==> src/rtl/key_schedule_pkg.sv <==
// Shared types and constants for the round-key expansion block.
package key_schedule_pkg;

  localparam int KEY_W   = 16;
  localparam int ROT_AMT = 3;

  typedef enum logic [1:0] {
    ST_IDLE   = 2'd0,
    ST_EXPAND = 2'd1,
    ST_READY  = 2'd2
  } state_t;

  function automatic logic [KEY_W-1:0] rotl(input logic [KEY_W-1:0] v);
    return {v[KEY_W-1-ROT_AMT:0], v[KEY_W-1 -: ROT_AMT]};
  endfunction

endpackage

==> src/rtl/key_round_fn.sv <==
// Combinational round function: next round key from the previous key and its round number.
module key_round_fn
  import key_schedule_pkg::*;
(
  input  logic [KEY_W-1:0] rk_prev,
  input  logic [7:0]       round,
  output logic [KEY_W-1:0] rk_next
);

  logic [7:0] w_rc;

  assign w_rc    = round + 8'h01;
  assign rk_next = rotl(rk_prev) ^ {8'h00, w_rc};

endmodule

==> src/rtl/key_schedule.sv <==
// Expands a 16-bit key into ROUNDS round keys (one per clock) and serves them by index.
// state  | meaning
// IDLE   | no valid keys, reads rejected
// EXPAND | generating rk[cnt] from rk[cnt-1] each cycle
// READY  | full round-key file valid, reads served
module key_schedule
  import key_schedule_pkg::*;
#(
  parameter int ROUNDS = 8,
  parameter int IDX_W  = 4
) (
  input  logic             clk,
  input  logic             rst,
  input  logic [KEY_W-1:0] key_in,
  input  logic             key_load,
  input  logic             zeroize,
  output logic             busy,
  output logic             keys_ready,
  input  logic             rk_req,
  input  logic [IDX_W-1:0] rk_idx,
  output logic [KEY_W-1:0] rk_out,
  output logic             rk_valid,
  output logic             rk_err
);

  localparam int               AW        = (ROUNDS > 2) ? $clog2(ROUNDS) : 1;
  localparam logic [IDX_W-1:0] LP_LAST   = IDX_W'(ROUNDS - 1);
  localparam logic [IDX_W:0]   LP_ROUNDS = (IDX_W + 1)'(ROUNDS);

  state_t           r_state;
  state_t           w_state_nxt;
  logic [IDX_W-1:0] r_cnt;
  logic [IDX_W-1:0] w_prev_idx;
  logic [KEY_W-1:0] r_rk [ROUNDS];
  logic [KEY_W-1:0] w_rk_prev;
  logic [KEY_W-1:0] w_rk_next;
  logic [KEY_W-1:0] r_rk_out;
  logic             r_rk_valid;
  logic             r_rk_err;
  logic             w_rd_ok;
  logic             w_last;

  assign w_prev_idx = r_cnt - IDX_W'(1);
  assign w_last     = (r_cnt == LP_LAST);
  // cnt is 0 only outside EXPAND, where the round function output is unused
  assign w_rk_prev  = ({1'b0, w_prev_idx} < LP_ROUNDS) ? r_rk[w_prev_idx[AW-1:0]] : '0;
  assign w_rd_ok    = (r_state == ST_READY) && ({1'b0, rk_idx} < LP_ROUNDS);

  key_round_fn u_round_fn (
    .rk_prev (w_rk_prev),
    .round   (8'(w_prev_idx)),
    .rk_next (w_rk_next)
  );

  always_ff @(posedge clk or negedge rst) begin
    if (!rst) r_state <= ST_IDLE;
    else      r_state <= w_state_nxt;
  end

  always_comb begin
    w_state_nxt = r_state;
    if (zeroize) begin
      w_state_nxt = ST_IDLE;
    end else if (key_load) begin
      w_state_nxt = ST_EXPAND;
    end else begin
      case (r_state)
        ST_EXPAND: if (w_last) w_state_nxt = ST_READY;
        default:   w_state_nxt = r_state;
      endcase
    end
  end

  always_ff @(posedge clk or negedge rst) begin
    if (!rst) begin
      r_cnt      <= '0;
      r_rk_out   <= '0;
      r_rk_valid <= 1'b0;
      r_rk_err   <= 1'b0;
      for (int i = 0; i < ROUNDS; i++) r_rk[i] <= '0;
    end else begin
      r_rk_valid <= 1'b0;
      r_rk_err   <= 1'b0;
      if (zeroize) begin
        r_cnt    <= '0;
        r_rk_out <= '0;
        r_rk_err <= rk_req;
        for (int i = 0; i < ROUNDS; i++) r_rk[i] <= '0;
      end else if (key_load) begin
        // a read colliding with a load is rejected: the key file is being replaced
        r_rk[0]  <= key_in;
        r_cnt    <= IDX_W'(1);
        r_rk_err <= rk_req;
      end else begin
        if (r_state == ST_EXPAND) begin
          r_rk[r_cnt[AW-1:0]] <= w_rk_next;
          if (!w_last) r_cnt <= r_cnt + IDX_W'(1);
        end
        if (rk_req) begin
          if (w_rd_ok) begin
            r_rk_out   <= r_rk[rk_idx[AW-1:0]];
            r_rk_valid <= 1'b1;
          end else begin
            r_rk_err   <= 1'b1;
          end
        end
      end
    end
  end

  assign busy       = (r_state == ST_EXPAND);
  assign keys_ready = (r_state == ST_READY);
  assign rk_out     = r_rk_out;
  assign rk_valid   = r_rk_valid;
  assign rk_err     = r_rk_err;

endmodule

==> config.mk <==
export PLATFORM = sky130hd
export DESIGN_NAME = key_schedule
export DESIGN_NICKNAME = d
export VERILOG_FILES = /design/src/rtl/key_schedule_pkg.sv /design/src/rtl/key_round_fn.sv /design/src/rtl/key_schedule.sv
export SDC_FILE = /design/constraint.sdc
export NUM_CORES = 1
export LEC_CHECK = 0
export CAP_MARGIN = 20
export CORE_AREA = 2 2 144 146
export CTS_BUF_LIST = sky130_fd_sc_hd__clkbuf_16
export CTS_CLUSTER_DIAMETER = 150
export CTS_CLUSTER_SIZE = 16
export DETAILED_ROUTE_END_ITERATION = 6
export DIE_AREA = 0 0 146 148
export PLACE_DENSITY = 0.58
export SLEW_MARGIN = 20
export SYNTH_ARGS = -nofsm -noshare
export SYNTH_HDL_FRONTEND = slang
export SYNTH_SLANG_ARGS = --single-unit
export TNS_END_PERCENT = 100
==> constraint.sdc <==
create_clock -name clk -period 4.72 [get_ports clk]
set_input_delay 1.18 -clock clk [delete_from_list [all_inputs] [get_ports clk]]
set_output_delay 1.18 -clock clk [all_outputs]
set_load 0.05 [all_outputs]
==> results.json <==
{
  "startpoint": "r_cnt[1]",
  "clockRootBuffer": "clkbuf_16",
  "ys_seq_area_frac": 0.479,
  "cp_cell_sequence": "inv_1, ha_1, buf_4, mux4_2, nand2_1, a21oi_1, xnor2_2, o21ai_0",
  "ys_async_sr_fraction": 1.00,
  "fp.dieW_um": 146,
  "worst_slew_pin_slew_ns": 0.886,
  "grt_busiest_layer": "met1",
  "clkSinkCount": 152,
  "drc_errors": 0,
  "placedCellCount": 908,
  "grtUsageMet2": 0.315,
  "worst_ep_arrival_time_ns": 3.78,
  "ys_seq_elements": 152,
  "r2r_cells": 8,
  "power.leakage_nw": 3.91,
  "fp.coreArea_um2": 20000,
  "ys.warnings.count": 0,
  "synth_edf_count": 0,
  "tns_ns": 0,
  "fin_cells": 940,
  "die_y_um": 148,
  "crit_cells": 8,
  "clk_latency_ns": 0.43,
  "fin_crit_sh": 0.741,
  "antenna_found_initial": 0,
  "postLayoutCellArea_um2": 9180,
  "rsz0062_at_grt": "false",
  "gp_congestion": 0.832,
  "grt_pass1_vias": 5965,
  "die_area_um2": 21600,
  "min_from": "rk_out[15]",
  "cts-buffers-inserted": 17,
  "cp-start-kind": "register",
  "rr_startpoint": "r_cnt[1]",
  "synth_compound_area_frac": 0.191,
  "placed_area_um2": 8620,
  "crit_type": "register to register",
  "cts.clk_slew.worst_paths_ns": 0.06,
  "clock_path_buffers": 2,
  "cp_slowest_cell": "dfrtp_1",
  "diodes": 0,
  "yosysTopAreaCellShare": 0.479,
  "ctsResizeCount": 0,
  "holdBufCountCts": 0,
  "end_kind": "register",
  "setup_viol": 0,
  "hold_depth": 2,
  "path_buf_inv": 2,
  "synth_ff_type": "dfrtp_1",
  "area_growth_syn_to_layout_pct": 15.8,
  "routed_via_density": 6.14,
  "fillers": 1863,
  "layout-drive-gt1-share": 0.213,
  "hold_viol_final": 0,
  "wirelength_um": 22200,
  "peakVddDrop_uv": 220,
  "nNetsFinal": 684,
  "dp_hpwl_um": 14500,
  "synth_area_leaders": "dfrtp_1 48%, mux4_2 18%, a22o_1 10%",
  "synthMuxAreaShare": 0.200,
  "cts_tree": "built",
  "grt_pass1_wl_um": 35400,
  "crit_family": "buffers and inverters",
  "drt_iter0_drc": 647,
  "fmax_mhz": 286,
  "synthAdderAreaFrac": 0.00315,
  "vias": 5774,
  "synth_xor_area_frac": 0.0142,
  "clock_skew_ns": 0.00876,
  "first_pass_iters": 7,
  "slew_viol_final": 0,
  "timing.hold.ws_ns": 0.480,
  "grt_use_met1": 0.315,
  "syn_area_per_cell_um2": 12.8,
  "grt_max_degree": 92,
  "use_met3": 0.0503,
  "htreeDepth": 4,
  "wl_per_cell_um": 23.6,
  "grtUsageTotal": 0.216,
  "slew_headroom": 0.410,
  "port_buffers": 44,
  "crit_required_ns": 5.00,
  "outcome": "finished, final reports clean",
  "cts_setup_buffers": 0,
  "ant_nets": 0,
  "num_rows": 52,
  "mostFrequentLayoutCells": "151 x dfrtp_1, 92 x a22o_1, 71 x nand2_1, 63 x mux4_2, 41 x clkdlybuf4s50_1",
  "initial_core_util": 0.396,
  "synth_cells": 618,
  "finalCriticalPeriod_ns": 3.50,
  "yosys.area_share.simple": 0.0688,
  "ys_types": 53,
  "syn_area_um2": 7930,
  "grt_overflow": 0,
  "max_stage_delay_ns": 0.66,
  "synth_top_family_by_area": "multiplexers",
  "power_density_nw_per_um2": 320,
  "drv_cap": 0,
  "yosysTopAreaCell": "dfrtp_1",
  "crit_fanout": 26,
  "mostFrequentLayoutCell": "dfrtp_1",
  "syn-num-nets": 645,
  "boundaryPins": 45,
  "holdCritPathClass": "register to register"
}
metrics by stage:
stage | util | setup WS [ns] | total power, W
after floorplan | - | 2.15 | 0.00154
after global placement | 0.430 | 1.30 | 0.00164
after detailed placement | 0.430 | 1.26 | 0.00165
after CTS | 0.459 | 1.30 | 0.00297
after global routing | 0.458 | 1.01 | 0.00305
final | 0.458 | 1.22 | 0.00294
registers in the layout (all words and copies together), names as in the netlist:
name	flops
r_cnt	4
r_rk	128
r_state	2
rk_err	1
rk_out	16
rk_valid	1
area by class of cell:
type                       instances  area [um^2]  area share
clock buffer                      17          425      0.0463
clock inverter                    15          141      0.0154
inverter                          18         67.6     0.00736
multi-input combinational        399         3790       0.412
sequential                       152         3800       0.414
tap                              270          338      0.0368
timing repair buffer              69          619      0.0674
synthesized netlist by cell type (all sizes together) (3+ instances only):
cell / count
a21oi: 26
a221o: 3
a222oi: 12
a22o: 92
a31oi: 4
buf: 31
clkbuf: 18
dfrtp: 152
inv: 18
mux2i: 17
mux4: 63
nand2: 71
nand2b: 3
nand3: 5
nor2: 23
nor2b: 5
nor3: 5
o21ai: 38
xnor2: 3
xor2: 6
where the power goes:
group / leakage, nW / internal (W) / switching (W)
Clock: 0.272 / 0.000736 / 0.000586
Sequential: 2.11 / 0.00131 / 0.0000106
Combinational: 1.53 / 0.000103 / 0.000192
Total: 3.91 / 0.00215 / 0.000788
routing by layer:
metal  vias to the layer above  wire length, um
met2                       291             9930
met5                         -                0
met1                      2978            10100
met3                        34             1710
met4                         0              456
li1                       2471                -
worst register-to-register path, stage by stage (launching register included):
cell and delay [ns]:
dfrtp_1 0.66, inv_1 0.20, ha_1 0.66, buf_4 0.50, mux4_2 0.39, nand2_1 0.08, a21oi_1 0.11, xnor2_2 0.58
o21ai_0 0.19
logic make-up after synthesis:
kind of cell / after synthesis
AOI/OAI and AO/OA: 186
xor gates and xnor gates: 9
adders and majority gates: 2
buffers and inverters: 67
DFF: 152
muxes: 80
and+or+nand+nor: 122
final timing paths:
check | endpoint | slack (ns)
hold / removal | rk_out[15] | 0.48
hold reg to reg | rk_out[15] | 0.48
setup / recovery | r_rk[1] | 1.22
max in group asynchronous | r_rk[67] | 2.85
setup reg to reg | r_rk[1] | 1.22
min in group asynchronous | r_rk[112] | 0.79
No activity file was read; power rests on OpenSTA's default activity.
